**src/rtl/irda_dma_bridge_if.sv**
```systemverilog
// Wishbone master bus bundle for the IrDA DMA bridge.
// The bridge takes the master side; memory and IrDA registers sit on the slave side.
interface irda_dma_bridge_if;
    logic [31:0] m_adr_o;
    logic [31:0] m_dat_o;
    logic [31:0] m_dat_i;
    logic [3:0]  m_sel_o;
    logic        m_we_o;
    logic        m_cyc_o;
    logic        m_stb_o;
    logic        m_ack_i;
    logic        m_err_i;

    modport master (
        output m_adr_o, m_dat_o, m_sel_o,
        output m_we_o, m_cyc_o, m_stb_o,
        input  m_dat_i, m_ack_i, m_err_i
    );

    modport slave (
        input  m_adr_o, m_dat_o, m_sel_o,
        input  m_we_o, m_cyc_o, m_stb_o,
        output m_dat_i, m_ack_i, m_err_i
    );
endinterface

```
**src/rtl/irda_dma_bridge.sv**
```systemverilog
// Two-channel word DMA between system memory and the IrDA FIFO registers.
// One shared Wishbone master; RX wins arbitration, one word per request.
module irda_dma_bridge #(
    parameter logic [31:0] TX_FIFO_ADR = 32'h0000_0000,
    parameter logic [31:0] RX_FIFO_ADR = 32'h0000_0000
) (
    input  logic              wb_clk_i,
    input  logic              wb_rst_i,
    input  logic [31:0]       tx_base_i,
    input  logic [15:0]       tx_len_i,
    input  logic              tx_start_i,
    input  logic [31:0]       rx_base_i,
    input  logic [15:0]       rx_len_i,
    input  logic              rx_start_i,
    input  logic              dma_req_t_i,
    output logic              dma_ack_t_o,
    input  logic              dma_req_r_i,
    output logic              dma_ack_r_o,
    irda_dma_bridge_if.master wb,
    output logic              tx_busy_o,
    output logic              rx_busy_o,
    output logic              tx_done_o,
    output logic              rx_done_o,
    output logic              tx_err_o,
    output logic              rx_err_o
);

    typedef enum logic [2:0] {
        S_IDLE,
        S_RD,
        S_WR,
        S_ACK,
        S_HOLD
    } state_t;

    state_t      state_q, state_d;
    // RD has a data-capture cycle after the read ack: stb low, cyc held
    logic        rdp_q, rdp_d;
    // channel owning the current word: 1 = RX, 0 = TX
    logic        ch_q, ch_d;
    logic [31:0] dat_q, dat_d;

    logic [31:0] tx_adr_q, tx_adr_d, rx_adr_q, rx_adr_d;
    logic [15:0] tx_cnt_q, tx_cnt_d, rx_cnt_q, rx_cnt_d;
    logic        tx_busy_q, tx_busy_d, rx_busy_q, rx_busy_d;
    logic        tx_done_q, tx_done_d, rx_done_q, rx_done_d;
    logic        tx_err_q, tx_err_d, rx_err_q, rx_err_d;
    logic        ack_t_q, ack_t_d, ack_r_q, ack_r_d;

    logic        cyc_q, cyc_d, stb_q, stb_d, we_q, we_d;
    logic [31:0] adr_q, adr_d;

    logic        fail;
    logic        word_done;

    // Next-state, channel bookkeeping and registered bus outputs
    always_comb begin
        state_d   = state_q;
        rdp_d     = rdp_q;
        ch_d      = ch_q;
        dat_d     = dat_q;
        tx_adr_d  = tx_adr_q;
        rx_adr_d  = rx_adr_q;
        tx_cnt_d  = tx_cnt_q;
        rx_cnt_d  = rx_cnt_q;
        tx_busy_d = tx_busy_q;
        rx_busy_d = rx_busy_q;
        tx_err_d  = tx_err_q;
        rx_err_d  = rx_err_q;
        tx_done_d = 1'b0;
        rx_done_d = 1'b0;
        ack_t_d   = 1'b0;
        ack_r_d   = 1'b0;
        fail      = 1'b0;
        word_done = 1'b0;

        // A zero-length start arms nothing and reports done at once
        if (tx_start_i && !tx_busy_q) begin
            tx_adr_d  = tx_base_i;
            tx_cnt_d  = tx_len_i;
            tx_err_d  = 1'b0;
            tx_busy_d = (tx_len_i != 16'd0);
            tx_done_d = (tx_len_i == 16'd0);
        end
        if (rx_start_i && !rx_busy_q) begin
            rx_adr_d  = rx_base_i;
            rx_cnt_d  = rx_len_i;
            rx_err_d  = 1'b0;
            rx_busy_d = (rx_len_i != 16'd0);
            rx_done_d = (rx_len_i == 16'd0);
        end

        unique case (state_q)
            S_IDLE: begin
                if (rx_busy_q && dma_req_r_i) begin
                    ch_d    = 1'b1;
                    rdp_d   = 1'b0;
                    state_d = S_RD;
                end else if (tx_busy_q && dma_req_t_i) begin
                    ch_d    = 1'b0;
                    rdp_d   = 1'b0;
                    state_d = S_RD;
                end
            end
            S_RD: begin
                if (rdp_q) begin
                    rdp_d   = 1'b0;
                    state_d = S_WR;
                end else if (wb.m_err_i) begin
                    fail = 1'b1;
                end else if (wb.m_ack_i) begin
                    dat_d = wb.m_dat_i;
                    rdp_d = 1'b1;
                end
            end
            S_WR: begin
                if (wb.m_err_i) begin
                    fail = 1'b1;
                end else if (wb.m_ack_i) begin
                    word_done = 1'b1;
                    state_d   = S_ACK;
                end
            end
            S_ACK:   state_d = S_HOLD;
            S_HOLD:  state_d = S_IDLE;
            default: state_d = S_IDLE;
        endcase

        // Failed word: pointers stay on it, channel disarmed
        if (fail) begin
            state_d = S_HOLD;
            rdp_d   = 1'b0;
            if (ch_q) begin
                rx_err_d  = 1'b1;
                rx_busy_d = 1'b0;
            end else begin
                tx_err_d  = 1'b1;
                tx_busy_d = 1'b0;
            end
        end

        // Word retired on entry to ACK so ack, done and busy line up
        if (word_done) begin
            if (ch_q) begin
                rx_adr_d = rx_adr_q + 32'd4;
                rx_cnt_d = rx_cnt_q - 16'd1;
                ack_r_d  = 1'b1;
                if (rx_cnt_q == 16'd1) begin
                    rx_busy_d = 1'b0;
                    rx_done_d = 1'b1;
                end
            end else begin
                tx_adr_d = tx_adr_q + 32'd4;
                tx_cnt_d = tx_cnt_q - 16'd1;
                ack_t_d  = 1'b1;
                if (tx_cnt_q == 16'd1) begin
                    tx_busy_d = 1'b0;
                    tx_done_d = 1'b1;
                end
            end
        end

        cyc_d = (state_d == S_RD) || (state_d == S_WR);
        stb_d = ((state_d == S_RD) && !rdp_d) || (state_d == S_WR);
        we_d  = (state_d == S_WR);
        adr_d = adr_q;
        if (state_d == S_RD) begin
            adr_d = ch_d ? RX_FIFO_ADR : tx_adr_q;
        end else if (state_d == S_WR) begin
            adr_d = ch_d ? rx_adr_q : TX_FIFO_ADR;
        end
    end

    // State and output registers; reset releases the bus immediately
    always_ff @(posedge wb_clk_i or posedge wb_rst_i) begin
        if (wb_rst_i) begin
            state_q   <= S_IDLE;
            rdp_q     <= 1'b0;
            ch_q      <= 1'b0;
            dat_q     <= 32'd0;
            tx_adr_q  <= 32'd0;
            rx_adr_q  <= 32'd0;
            tx_cnt_q  <= 16'd0;
            rx_cnt_q  <= 16'd0;
            tx_busy_q <= 1'b0;
            rx_busy_q <= 1'b0;
            tx_done_q <= 1'b0;
            rx_done_q <= 1'b0;
            tx_err_q  <= 1'b0;
            rx_err_q  <= 1'b0;
            ack_t_q   <= 1'b0;
            ack_r_q   <= 1'b0;
            cyc_q     <= 1'b0;
            stb_q     <= 1'b0;
            we_q      <= 1'b0;
            adr_q     <= 32'd0;
        end else begin
            state_q   <= state_d;
            rdp_q     <= rdp_d;
            ch_q      <= ch_d;
            dat_q     <= dat_d;
            tx_adr_q  <= tx_adr_d;
            rx_adr_q  <= rx_adr_d;
            tx_cnt_q  <= tx_cnt_d;
            rx_cnt_q  <= rx_cnt_d;
            tx_busy_q <= tx_busy_d;
            rx_busy_q <= rx_busy_d;
            tx_done_q <= tx_done_d;
            rx_done_q <= rx_done_d;
            tx_err_q  <= tx_err_d;
            rx_err_q  <= rx_err_d;
            ack_t_q   <= ack_t_d;
            ack_r_q   <= ack_r_d;
            cyc_q     <= cyc_d;
            stb_q     <= stb_d;
            we_q      <= we_d;
            adr_q     <= adr_d;
        end
    end

    assign wb.m_adr_o  = adr_q;
    assign wb.m_dat_o  = dat_q;
    assign wb.m_sel_o  = 4'hF;
    assign wb.m_we_o   = we_q;
    assign wb.m_cyc_o  = cyc_q;
    assign wb.m_stb_o  = stb_q;
    assign dma_ack_t_o = ack_t_q;
    assign dma_ack_r_o = ack_r_q;
    assign tx_busy_o   = tx_busy_q;
    assign rx_busy_o   = rx_busy_q;
    assign tx_done_o   = tx_done_q;
    assign rx_done_o   = rx_done_q;
    assign tx_err_o    = tx_err_q;
    assign rx_err_o    = rx_err_q;

endmodule

```
**src/flat_wrapper.sv**
```systemverilog
// flat-port wrapper written by rule: the top's interface ports become plain ports
module irda_dma_bridge_flat 
#(
    parameter logic [31:0] TX_FIFO_ADR = 32'h0000_0000,
    parameter logic [31:0] RX_FIFO_ADR = 32'h0000_0000
)
  (wb_clk_i, wb_rst_i, tx_base_i, tx_len_i, tx_start_i, rx_base_i, rx_len_i, rx_start_i, dma_req_t_i, dma_ack_t_o, dma_req_r_i, dma_ack_r_o, tx_busy_o, rx_busy_o, tx_done_o, rx_done_o, tx_err_o, rx_err_o, wb_m_adr_o, wb_m_dat_o, wb_m_sel_o, wb_m_we_o, wb_m_cyc_o, wb_m_stb_o, wb_m_dat_i, wb_m_ack_i, wb_m_err_i);
  irda_dma_bridge_if wb_i ();
  input  logic wb_clk_i;
  input  logic wb_rst_i;
  input  logic [31:0] tx_base_i;
  input  logic [15:0] tx_len_i;
  input  logic tx_start_i;
  input  logic [31:0] rx_base_i;
  input  logic [15:0] rx_len_i;
  input  logic rx_start_i;
  input  logic dma_req_t_i;
  output logic dma_ack_t_o;
  input  logic dma_req_r_i;
  output logic dma_ack_r_o;
  output logic tx_busy_o;
  output logic rx_busy_o;
  output logic tx_done_o;
  output logic rx_done_o;
  output logic tx_err_o;
  output logic rx_err_o;
  output wire logic [$bits(wb_i.m_adr_o)-1:0] wb_m_adr_o;
  output wire logic [$bits(wb_i.m_dat_o)-1:0] wb_m_dat_o;
  output wire logic [$bits(wb_i.m_sel_o)-1:0] wb_m_sel_o;
  output wire logic [$bits(wb_i.m_we_o)-1:0] wb_m_we_o;
  output wire logic [$bits(wb_i.m_cyc_o)-1:0] wb_m_cyc_o;
  output wire logic [$bits(wb_i.m_stb_o)-1:0] wb_m_stb_o;
  input wire logic [$bits(wb_i.m_dat_i)-1:0] wb_m_dat_i;
  input wire logic [$bits(wb_i.m_ack_i)-1:0] wb_m_ack_i;
  input wire logic [$bits(wb_i.m_err_i)-1:0] wb_m_err_i;
  assign wb_m_adr_o = wb_i.m_adr_o;
  assign wb_m_dat_o = wb_i.m_dat_o;
  assign wb_m_sel_o = wb_i.m_sel_o;
  assign wb_m_we_o = wb_i.m_we_o;
  assign wb_m_cyc_o = wb_i.m_cyc_o;
  assign wb_m_stb_o = wb_i.m_stb_o;
  assign wb_i.m_dat_i = wb_m_dat_i;
  assign wb_i.m_ack_i = wb_m_ack_i;
  assign wb_i.m_err_i = wb_m_err_i;
  irda_dma_bridge #(.TX_FIFO_ADR(TX_FIFO_ADR), .RX_FIFO_ADR(RX_FIFO_ADR)) u_core (.wb_clk_i(wb_clk_i), .wb_rst_i(wb_rst_i), .tx_base_i(tx_base_i), .tx_len_i(tx_len_i), .tx_start_i(tx_start_i), .rx_base_i(rx_base_i), .rx_len_i(rx_len_i), .rx_start_i(rx_start_i), .dma_req_t_i(dma_req_t_i), .dma_ack_t_o(dma_ack_t_o), .dma_req_r_i(dma_req_r_i), .dma_ack_r_o(dma_ack_r_o), .wb(wb_i), .tx_busy_o(tx_busy_o), .rx_busy_o(rx_busy_o), .tx_done_o(tx_done_o), .rx_done_o(rx_done_o), .tx_err_o(tx_err_o), .rx_err_o(rx_err_o));
endmodule
```
**config.mk**
```make
export PLATFORM = sky130hd
export DESIGN_NAME = irda_dma_bridge_flat
export DESIGN_NICKNAME = d
export VERILOG_FILES = /design/src/rtl/irda_dma_bridge_if.sv /design/src/rtl/irda_dma_bridge.sv /design/src/flat_wrapper.sv
export SDC_FILE = /design/constraint.sdc
export NUM_CORES = 1
export LEC_CHECK = 0
export CAP_MARGIN = 40
export CORE_MARGIN = 5
export CORE_UTILIZATION = 51
export DETAILED_ROUTE_END_ITERATION = 7
export PLACE_DENSITY = 0.82
export SLEW_MARGIN = 20
export SYNTH_ARGS = -nofsm -noshare
export SYNTH_HDL_FRONTEND = slang
export SYNTH_SLANG_ARGS = --single-unit
export TNS_END_PERCENT = 1
```
**constraint.sdc**
```tcl
create_clock -name wb_clk_i -period 8.3 [get_ports wb_clk_i]
set_input_delay 1.66 -clock wb_clk_i [delete_from_list [all_inputs] [get_ports wb_clk_i]]
set_output_delay 1.66 -clock wb_clk_i [all_outputs]
set_load 0.01 [all_outputs]
```
Word-level counts from Yosys, hierarchy flattened
Index checks and enable logic that the tools add are counted.

word-level totals
  logic and storage cells = 117
  bits of input ports = 136
  bits in registers = 176
  output and inout port bits = 79

cells by class
  reduce and logical (&&, ||, !) cells = 17
  add/subtract/negate cells = 4
  muxes and demuxes = 67
  equal/unequal tests = 7
  bitwise gates (word level) = 2

operators with widths
  cell                     count
  $mux W32                 10
  $mux W16                 6
  $add A32 B3 Y32 const B  2
  $mux W1                  42
  $eq A16 B1 Y1 const B    2
  $logic_not A16 Y1        2
  $reduce_bool A16 Y1      2
  $sub A16 B1 Y16 const B  2
  $mux W3                  6
  $pmux W3 S4              1
  $eq A3 B2 Y1 const B     3
  $eq A3 B1 Y1 const B     2
  $logic_and A1 B1 Y1      5
  $pmux W1 S2              2
  $reduce_and A4 Y1        1
  $logic_not A1 Y1         3
  $logic_not A3 Y1         1
  $logic_or A1 B1 Y1       2
  $not A1 Y1               2
  $reduce_bool A2 Y1       1

Longest topological paths before layout
Gate-level depths: netlist of run 1.

  depth in word-level cells = 8
  gate-level depth with buffers = 9

Worst setup path after synthesis of run 1
Ideal clock, no wire load.

  path kind = input to register
  from = input port wb_m_err_i
  to = register u_core.adr_q[8] (netlist: u_core.wb.m_adr_o[8])
  setup time = 126 ps
  data arrival time = 3264 ps
  required time = 8174 ps
  path slack = 4910 ps
  stages = 6
  buffers on the path = 1
  cells stage by stage = or4b_4 o22ai_4 nor2b_2 mux2i_4 buf_6 a221o_1

on the way
  longest elaborated chain between the ends = 6
  elaborated cells between the ends (all ways) = 10

RTL lines
  element                                         line                                            source
  start: declaration                              flat_wrapper.sv:35                              input wire logic [$bits(wb_i.m_err_i)-1:0] wb_m_err_i;
  $mux W1                                         irda_dma_bridge.sv:109, irda_dma_bridge.sv:117
  $mux W1                                         irda_dma_bridge.sv:106                          if (rdp_q) begin
  $pmux W1 S2                                     irda_dma_bridge.sv:93                           unique case (state_q)
  $mux W3 *                                       irda_dma_bridge.sv:130                          if (fail) begin
  $eq A3 B1 Y1 or $eq A3 B2 Y1 (tied branches)    irda_dma_bridge.sv:167, irda_dma_bridge.sv:169
  $mux W32 or $reduce_bool A2 Y1 (tied branches)  n/a
  end signal: assignment                          irda_dma_bridge.sv:217                          adr_q <= adr_d;
  end: declaration                                irda_dma_bridge.sv:51                           logic [31:0] adr_q, adr_d;

Every way passes the cells marked *; elsewhere a longest branch is shown, timed or not.
A chain may end at the register's enable or synchronous reset.

Worst setup path after layout of run 1
  from = input port wb_m_err_i
  to = register u_core.rx_adr_q[16]

on the way
  longest elaborated chain between the ends = 3

RTL lines
  element                        line                    source
  $mux W1                        irda_dma_bridge.sv:117  if (wb.m_err_i) begin
  $mux W1                        irda_dma_bridge.sv:93
  $mux W32                       irda_dma_bridge.sv:143  if (word_done) begin
  named net u_core.rx_adr_d[16]  irda_dma_bridge.sv:43   logic [31:0] tx_adr_q, tx_adr_d, rx_adr_q, rx_adr_d;
  end signal: assignment         irda_dma_bridge.sv:203  rx_adr_q <= rx_adr_d;
  end: declaration               irda_dma_bridge.sv:43

The timed path passes the listed nets, and every way through them passes these cells.

==> results of run 1 <==
==> state kept, by name (all words and copies together) (netlist names), 3 cells and up <==
name / count
u_core.wb.m_adr_o: 32
u_core.rx_cnt_q: 16
u_core.tx_cnt_q: 16
u_core.rx_adr_q: 32
u_core.wb.m_dat_o: 32
u_core.tx_adr_q: 32
u_core.state_q: 3
==> cell usage after synthesis (6+ instances only) <==
cell type and count:
o221a_2 10, a22oi_1 6, clkbuf_1 33, ha_1 6
a21oi_1 53, and3_1 26, a211oi_1 33, a221o_1 33
or4_1 6, dfrtp_1 176, inv_1 22, nand2_1 66
a31oi_1 6, nor4_1 19, nor3_1 39, o21ai_0 39
and2_0 23, buf_2 14, nand4_1 27, nor2_1 89
o21a_1 7, nor3b_1 6, and2_1 11, a311oi_1 14
o22ai_1 16, nand3_1 32, mux2_2 32
==> worst max-delay path, stage by stage <==
cell and delay [ns]:
clkdlybuf4s50_1 0.55, nor2b_1 0.07, buf_4 0.18, nand2_1 0.07, buf_4 0.38, inv_2 0.34, nor2_2 0.73, a311oi_1 0.12
a211oi_1 0.25
==> stage by stage <==
| step | instance area [um2] | hold slack, ns |
|---|---|---|
| after CTS | 11970 | 0.4859 |
| after floorplan | 9082 | 0.4387 |
| after global placement | 11280 | 0.4649 |
| after detailed placement | 11350 | 0.4658 |
| final | 11990 | 0.4871 |
| after global routing | 11990 | 0.5091 |
==> report_power, final <==
group	total, mW	internal, mW	switching, mW
registers	1.71	1.26	0.451
clock network	0.845	0.505	0.339
logic	1.70	0.892	0.804
==> metal layers <==
layer	vias up	GRT usage	wire length [um]
met5	-	0	0
met4	0	0.08771	794
met3	60	0.09418	2905
met2	425	0.4366	13210
met1	4075	0.3476	11050
li1	3900	-	-
==> area by class of cell <==
| cell class | count | area (um2) | area share |
|---|---|---|---|
| flip-flops and latches | 176 | 4404 | 0.3672 |
| multi-input cells | 676 | 4312 | 0.3595 |
| repair buffers | 229 | 2280 | 0.1901 |
| clock buffers | 23 | 488.0 | 0.04068 |
| well taps | 225 | 281.5 | 0.02347 |
| clock inverters | 9 | 130.1 | 0.01085 |
| inverters | 25 | 98.84 | 0.008241 |
==> cells in the final DEF, fill, tap and decap left out, drive strengths merged, types with 7 or more instances in the layout <==
cell           count
a221o             33
nand4             27
a211oi            33
a311oi            14
clkbuf            24
o21ai             42
mux2              32
nor4              21
dfrtp            176
nand2             66
o22ai             17
o21a               7
clkdlybuf4s50    210
a21oi             54
nor2              90
nor3              43
and2              34
and3              26
inv               25
o221a             10
buf               18
nand3             32
==> cells by family after synthesis <==
group / share of synthesized area
XOR/XNOR: 0.0009657
AND/OR/NAND/NOR: 0.2201
adder cells (fa/ha/maj): 0.008276
flip-flops: 0.4855
multiplexers: 0.04441
buffers and inverters: 0.04083
other: 0.0004134
AO/OA/AOI/OAI: 0.1995
==> worst max path at each step <==
| stage | end | cells past startpoint |
|---|---|---|
| final | u_core.rx_adr_q[16] | 9 |
| after global routing | u_core.rx_adr_q[16] | 9 |
| after CTS | u_core.rx_adr_q[16] | 9 |
| after detailed placement | u_core.rx_adr_q[16] | 9 |
| after global placement | u_core.rx_adr_q[16] | 9 |
| after floorplan | u_core.ch_q | 1 |
==> qor.csv, run 1 <==
stage,metric,value,unit
run_status,status,finished clean,
global_route,vias in the first global route,8346,
logic_synthesis,Synth Register Bits,176,
detailed_routing,via count,8460,
hold_path,end of the worst hold path,u_core.rx_adr_q[0],
place,I/O Buffers,210,
place,Place WS,3.874,ns
hold_path,hold path cells,2,
detailed_routing,DRT Pass-1 Iters,5,
pwr,Pwr Total,4.255,mW
clock_network,root buffer cell,clkbuf_16,
layout,share of the core filled with cells,0.6910,
logic_synthesis,main area contributors after synthesis,"dfrtp_1, mux2_2, nor2_1, a221o_1, a21oi_1",
run,maxcap violations,0,
timing,Worst Max-Slew Pin Slew,0.8168,ns
setup_path,worst path arrival time,4.37,ns
timing,Max-slew headroom,0.4549,
die,Initial Utilization,0.5226,
pwr,Leakage,4.838,nW
global_route,largest net degree at the start of global routing,63,
logic_synthesis,sequential fraction of the synthesis area,0.4855,
hold_path,hold_sp,u_core.rx_adr_q[0],
global_route,initial antenna violation count,0,
place,dpl hpwl,20.11,mm
place,placed cell count,1329,
timing,Final setup viols,0,
timing,RSZ-0062 raised after global routing,no,
clock_network,clk buf depth,2,
global_route,grt total ovfl,0,
logic_synthesis,Synth top area share,0.4855,
setup_path,FF-to-FF End,u_core.rx_adr_q[16],
setup_path,crit-path max FO,41,
clock_network,"Clk Latency, worst-skew pair",0.44,ns
clock_network,"Reg clk slew, reported paths",0.06,ns
setup_path,Setup crit end kind,flip-flop,
die,Die Y,143.4,um
layout,# fillers,1339,
timing,setup TNS,0,ns
clock_network,hold buffers post-CTS,0,
clock_network,CTS buffer count,17,
timing,post-layout min period,4.024,ns
logic_synthesis,"FFs w/ async S/R, synth",1.000,
layout,Nets,1267,
setup_path,Critical Path Source Type,input pin,
clock_network,setup bufs post-CTS,0,
die,CORE AREA,0.01736,mm2
detailed_routing,Vias/cell,6.207,
setup_path,Setup CP Type,in2reg,
clock_network,CTS H-tree depth,4,
die,# IOs,215,
logic_synthesis,cell taking the most area after synthesis,dfrtp_1,
setup_path,worst reg2reg setup slack,5.34,ns
global_route,GRT Util Overall,0.2718,
timing,clk_skew,0.009660,ns
setup_path,Reg2Reg Depth,7,
die,Die Width,143.4,um
logic_synthesis,Post-synth EDFFs,0,
detailed_routing,first-iteration detailed-routing DRC count,727,
global_route,first-pass GRT wire length,44.11,mm
timing,fmax,0.2485,GHz
die,area of the die,0.02055,mm2
logic_synthesis,prevailing post-synth register cell,dfrtp_1,
clock_network,CTS tree,built,
logic_synthesis,Synth cell types,73,
logic_synthesis,Synthesis Warnings,0,
pwr,"IR drop worst, VDD",0.2202,mV
layout,# diodes,0,
hold_path,hold crit path type,reg2reg,
layout,layout cells sized above 1,0.09754,
setup_path,Critical Path RT,8.64,ns
detailed_routing,"antenna viol nets, final",0,
timing,fin worst setup slack,4.276,ns
setup_path,worst r2r src,u_core.state_q[0],
logic_synthesis,cell count after synthesis,932,
detailed_routing,Residual DRC,0,
clock_network,Resized Gates After CTS,0,
layout,Post-Layout Cell Count,1363,
clock_network,CTS sink cnt,176,
layout,P&R area growth vs syn,32.22,%
die,num rows,48,
timing,Slew Limit Fails,0,
detailed_routing,WL/cell,20.51,um
timing,final hold vios,0,
logic_synthesis,syn avg cell area,9.733,um2
setup_path,crit path from,wb_m_err_i,
pwr,Pwr Density,354.7,mW/mm2
place,GPL Wtd Cong,0.9659,
logic_synthesis,cell area after synthesis,0.009071,mm2
timing,period utilization,0.4849,
detailed_routing,Routed WL,27.95,mm
Note: power is estimated with default switching activity, not from simulation.
==> inputs of run 2 (changes only) <==
Settings changed: CORE_UTILIZATION 51 to 46, PLACE_DENSITY 0.82 to 0.78.
Clock period 8.3 ns to 3.6 ns, I/O delays scaled along.
==> run 2 against run 1 <==
  * Critical path depth is 2 lower
  * Worst setup slack worse by 3.4 ns
  * Final area is 1.3% higher
  * Flip-flop and latch count stayed put
  * First-iteration DRC count is 5.8% lower
  * Non-clock buffer count is 8 higher
  * Critical endpoint is now u_core.wb.m_adr_o[0]
  * Utilization is 6.7 points lower
  * Critical path type unchanged
  * Combinational power is 130% higher
  * Sequential share of layout area is 0.45 points lower
  * Cell count is 3.5% higher
==> qor.csv, run 2 (synthesized netlist as in run 1, its figures left out) <==
stage,metric,value,unit
run_status,status,finished clean,
pwr,switching share of power,0.3743,
global_route,grt total ovfl,0,
place,Post-DP Area,0.01151,mm2
hold_path,hold_sp,u_core.tx_adr_q[0],
place,I/O Buffers,210,
setup_path,CP max stage delay,0.58,ns
pwr,Int Power,6.146,mW
place,Place WS,0.4178,ns
layout,# diodes,0,
clock_network,"Reg clk slew, reported paths",0.07,ns
setup_path,worst path arrival time,3.08,ns
run,maxcap violations,0,
pwr,"IR drop worst, VDD",0.4002,mV
detailed_routing,Residual DRC,0,
timing,fmax,0.3614,GHz
setup_path,CP top delay family,buffers and inverters,
die,CORE AREA,0.01946,mm2
die,Initial Utilization,0.4661,
pwr,Reg power frac,0.401,
detailed_routing,DRT Pass-1 Iters,5,
timing,fin worst setup slack,0.8327,ns
layout,Post-Layout Cell Count,1411,
place,dpl hpwl,20.19,mm
place,placed cell count,1379,
layout,P&R area growth vs syn,33.88,%
detailed_routing,Vias/cell,6.055,
global_route,GRT Util Overall,0.2459,
global_route,vias in the first global route,8252,
global_route,met2 usage,0.3839,
setup_path,FF-to-FF End,u_core.tx_adr_q[7],
global_route,first-pass GRT wire length,43.99,mm
setup_path,crit-path max FO,33,
timing,final hold vios,0,
setup_path,Critical Path RT,3.91,ns
setup_path,Setup CP Type,in2reg,
pwr,P_sw,3.678,mW
timing,Worst Max-Slew Pin Slew,0.8577,ns
place,GPL Wtd Cong,0.9501,
timing,post-layout min period,2.767,ns
layout,most frequent cells in the layout,"clkdlybuf4s50_1, dfrtp_1, nor2_1",
hold_path,end of the worst hold path,u_core.tx_adr_q[0],
clock_network,clk buf depth,2,
setup_path,slowest library cell on the worst path,or4b_4,
clock_network,setup bufs post-CTS,0,
layout,"commonest non-fill, non-tap cell in the layout",clkdlybuf4s50_1,
global_route,initial antenna violation count,0,
setup_path,critical path cell sequence,clkdlybuf4s50_1 > or4b_4 > o22ai_4 > nor2b_2 > mux2i_4 > buf_4 > a221o_1,
clock_network,Resized Gates After CTS,0,
detailed_routing,Routed WL,27.93,mm
layout,layout cells sized above 1,0.1047,
layout,# fillers,1616,
die,Die Width,150.4,um
layout,footprint of the multi-input gates,0.004312,mm2
clock_network,"Clk Latency, worst-skew pair",0.43,ns
pwr,Pwr Density,808.9,mW/mm2
timing,Slew Limit Fails,0,
detailed_routing,"antenna viol nets, final",0,
detailed_routing,first-iteration detailed-routing DRC count,685,
pwr,Comb power frac,0.393,
clock_network,CTS H-tree depth,4,
die,# IOs,215,
global_route,GRT busiest layer,met2,
setup_path,worst r2r src,u_core.state_q[2],
global_route,largest net degree at the start of global routing,87,
setup_path,Reg2Reg Depth,7,
setup_path,Setup crit end kind,flip-flop,
die,Die Y,150.4,um
die,num rows,51,
clock_network,CTS sink cnt,176,
timing,clk_skew,0.007125,ns
hold_path,hold path cells,2,
clock_network,hold buffers post-CTS,0,
setup_path,critical path depth,7,
detailed_routing,WL/cell,19.80,um
die,area of the die,0.02263,mm2
timing,Final setup viols,0,
layout,Nets,1275,
timing,setup TNS,0,ns
clock_network,root buffer cell,clkbuf_16,
setup_path,worst reg2reg setup slack,0.98,ns
layout,fin area,0.01214,mm2
hold_path,hold crit path type,reg2reg,
global_route,met1 GRT Util,0.3304,
timing,RSZ-0062 raised after global routing,no,
timing,period utilization,0.7687,
layout,share of the core filled with cells,0.6240,
pwr,Clk pwr share,0.206,
timing,Max-slew headroom,0.4238,
detailed_routing,via count,8543,
layout,Reg area,0.004404,mm2
clock_network,CTS tree,built,
pwr,Leakage,4.888,nW
global_route,grt met3 use,0.07225,
clock_network,CTS buffer count,17,
setup_path,count of buffer and inverter cells on the critical path,2,
setup_path,Critical Path Source Type,input pin,
-- run 2: tightest hold or removal path, stage by stage, from the launching register on --
cell and delay, ns:
dfrtp_1 0.34, nand2_1 0.05, nand2_1 0.06
-- run 2: how the worst max path moves through the flow --
stage / from / end / slack, ns
5_1_grt: u_core.state_q[2] / u_core.tx_adr_q[7] / 0.70
6_report: wb_m_err_i / u_core.wb.m_adr_o[0] / 0.83
3_3_place_gp: wb_m_ack_i / u_core.wb.m_adr_o[15] / 0.40
3_5_place_dp: wb_m_err_i / u_core.wb.m_adr_o[25] / 0.42
4_1_cts: wb_m_err_i / u_core.wb.m_adr_o[0] / 0.86
2_1_floorplan: wb_rst_i / u_core.ch_q / 0.63
-- run 2: area by class of cell --
class,instances,area share
clock buffer,20,0.03761
timing repair buffer,237,0.1945
multi-input combinational,676,0.3550
inverter,25,0.008036
sequential,176,0.3627
tap,265,0.02730
clock inverter,12,0.01484
-- run 2: power by group through the flow --
stage / Clock, mW / Sequential, mW / Combinational (mW)
after floorplan: 0 / 3.74 / 2.37
after global placement: 0 / 3.91 / 3.72
after detailed placement: 0 / 3.93 / 3.84
after CTS: 2.04 / 3.92 / 3.86
after global routing: 2.12 / 4.07 / 4.22
final: 2.02 / 3.94 / 3.86
-- run 2: per-stage QoR --
stage          power [mW]  hold slack (ns)
2_1_floorplan       6.105           0.4387
3_3_place_gp        7.624           0.4689
3_5_place_dp        7.770           0.4720
4_1_cts             9.817           0.4802
5_1_grt             10.42           0.5053
6_report            9.824           0.4799
-- run 2: routing by layer --
layer	vias to the layer above	share of wire
met5	-	0
met4	0	0.024
li1	3917	-
met3	46	0.095
met1	4153	0.41
met2	427	0.47
==> inputs of run 3 (changes only) <==
Clock period 3.6 ns to 2.5 ns, I/O delays scaled along.
==> run 3 against run 2 <==
  * Sequential power rose by 44%
  * First-iteration DRC count increased by 0.15%
  * Final area grew 2.2%
  * Non-clock buffer count rose by 27
  * Sequential share of layout area shrank 0.79 points
  * Routed wire length rose by 2.1%
  * Clock power up 35%
  * Critical path depth down 1
  * Flip-flop and latch count stayed put
  * Register-to-register slack lost 0.76 ns
  * Worst setup slack worse by 0.61 ns
  * Largest cell class unchanged
  * Highest routed layer unchanged
  * Power rose by 45%
  * Largest power group is now combinational cells
==> qor.csv, run 3 (synthesized netlist as in run 1, its figures left out) <==
stage,metric,value,unit
run_status,status,finished clean,
setup_path,slowest library cell on the worst path,or4b_4,
layout,P&R area growth vs syn,36.86,%
layout,layout cells sized above 1,0.1262,
pwr,Leakage,5.042,nW
place,I/O Buffers,210,
detailed_routing,via count,8593,
global_route,met2 usage,0.4017,
layout,# diodes,0,
timing,clk_skew,0.006610,ns
die,Die Y,150.4,um
layout,Nets,1302,
global_route,vias in the first global route,8307,
timing,period utilization,0.9124,
setup_path,Critical Path RT,2.80,ns
layout,most frequent cells in the layout,"clkdlybuf4s50_1, dfrtp_1, nor2_1",
global_route,grt met3 use,0.07405,
setup_path,crit path from,u_core.state_q[0],
timing,post-layout min period,2.281,ns
setup_path,crit-path max FO,33,
timing,Slew Limit Fails,0,
setup_path,worst r2r src,u_core.state_q[0],
place,GPL Wtd Cong,0.9570,
clock_network,setup bufs post-CTS,0,
detailed_routing,WL/cell,19.83,um
run,maxcap violations,0,
clock_network,Resized Gates After CTS,0,
clock_network,root buffer cell,clkbuf_16,
global_route,GRT Util Overall,0.2527,
die,# IOs,215,
clock_network,CTS buffer count,17,
timing,Max-slew headroom,0.6205,
timing,Final setup viols,0,
die,Initial Utilization,0.4661,
setup_path,worst path arrival time,2.59,ns
clock_network,"Reg clk slew, reported paths",0.07,ns
setup_path,Critical Path End,u_core.wb.m_adr_o[28],
detailed_routing,Routed WL,28.51,mm
timing,fmax,0.4384,GHz
detailed_routing,DRT Pass-1 Iters,5,
clock_network,clk buf depth,2,
timing,Worst Max-Slew Pin Slew,0.5641,ns
global_route,first-pass GRT wire length,44.82,mm
global_route,largest net degree at the start of global routing,64,
setup_path,worst reg2reg setup slack,0.22,ns
global_route,met1 GRT Util,0.3372,
die,CORE AREA,0.01946,mm2
timing,RSZ-0062 raised after global routing,no,
setup_path,Setup crit end kind,flip-flop,
pwr,"IR drop worst, VDD",0.6465,mV
place,dpl hpwl,20.84,mm
setup_path,critical path cell sequence,or4b_4 > o22ai_4 > nor2b_2 > mux2i_4 > buf_12 > a221o_1,
clock_network,CTS tree,built,
clock_network,CTS H-tree depth,4,
setup_path,CP max stage delay,0.57,ns
global_route,initial antenna violation count,0,
global_route,grt total ovfl,0,
die,num rows,51,
setup_path,Reg2Reg Depth,6,
setup_path,Setup CP Type,reg2reg,
die,Die Width,150.4,um
timing,setup TNS,0,ns
timing,final hold vios,0,
setup_path,FF-to-FF End,u_core.wb.m_adr_o[28],
detailed_routing,Vias/cell,5.976,
detailed_routing,Residual DRC,0,
setup_path,Critical Path Source Type,flip-flop,
hold_path,hold crit path type,in2async,
clock_network,"Clk Latency, worst-skew pair",0.43,ns
pwr,Pwr Density,1149,mW/mm2
layout,share of the core filled with cells,0.6379,
global_route,GRT busiest layer,met2,
layout,"commonest non-fill, non-tap cell in the layout",clkdlybuf4s50_1,
detailed_routing,"antenna viol nets, final",0,
die,area of the die,0.02263,mm2
clock_network,CTS sink cnt,176,
detailed_routing,first-iteration detailed-routing DRC count,686,
clock_network,hold buffers post-CTS,0,
[run 3: layout make-up]
type / instances / area, um2
clock buffers: 17 / 425.4
clock inverters: 15 / 173.9
flip-flops and latches: 176 / 4404
inverters: 25 / 97.59
fillers: 1616 / 7048
multi-input cells: 676 / 4312
repair buffers: 264 / 2670
well taps: 265 / 331.6
[run 3: routing by layer]
metal | vias to the layer above | part of all wire | routed length [um]
li1 | 3976 | - | -
met1 | 4153 | 0.41 | 11720
met2 | 417 | 0.47 | 13510
met3 | 47 | 0.091 | 2588
met4 | 0 | 0.024 | 691
met5 | - | 0 | 0
[run 3: through the flow]
| step | hold slack (ns) | area [um2] | instances | total power [mW] | setup WS (ns) |
|---|---|---|---|---|---|
| floorplan | 0.4387 | 9086 | 935 | 8.791 | -0.2526 |
| global placement | 0.4695 | 11820 | 1406 | 11.27 | -0.07152 |
| detailed placement | 0.4647 | 11820 | 1406 | 11.47 | -0.1200 |
| CTS | 0.3753 | 12410 | 1438 | 14.25 | 0.2382 |
| global route | 0.3773 | 12410 | 1438 | 15.11 | 0.1818 |
| finish | 0.3838 | 12410 | 1438 | 14.26 | 0.2190 |
[run 3: critical path: cells and delay by family, from the launching register on]
kind | cells | cell delay [ns]
compound gates | 2 | 0.57
buf+inv | 1 | 0.17
flops | 1 | 0.55
mux | 1 | 0.20
simple gates | 2 | 0.66
[run 3: power by group]
group | total, mW | switching (mW) | internal [mW]
Sequential | 5.69 | 1.50 | 4.19
Combinational | 5.83 | 2.71 | 3.12
Clock | 2.73 | 1.22 | 1.51
Total | 14.3 | 5.44 | 8.81
[run 3: worst min path at each step]
| stage | cells after the start | startpoint | endpoint |
|---|---|---|---|
| floorplan | 2 | u_core.rx_adr_q[0] | u_core.rx_adr_q[0] |
| global placement | 2 | u_core.rx_cnt_q[7] | u_core.rx_cnt_q[7] |
| detailed placement | 2 | u_core.rx_adr_q[1] | u_core.rx_adr_q[1] |
| CTS | 2 | wb_rst_i | u_core.tx_adr_q[2] |
| global route | 2 | wb_rst_i | u_core.tx_adr_q[2] |
| finish | 2 | wb_rst_i | u_core.tx_adr_q[2] |
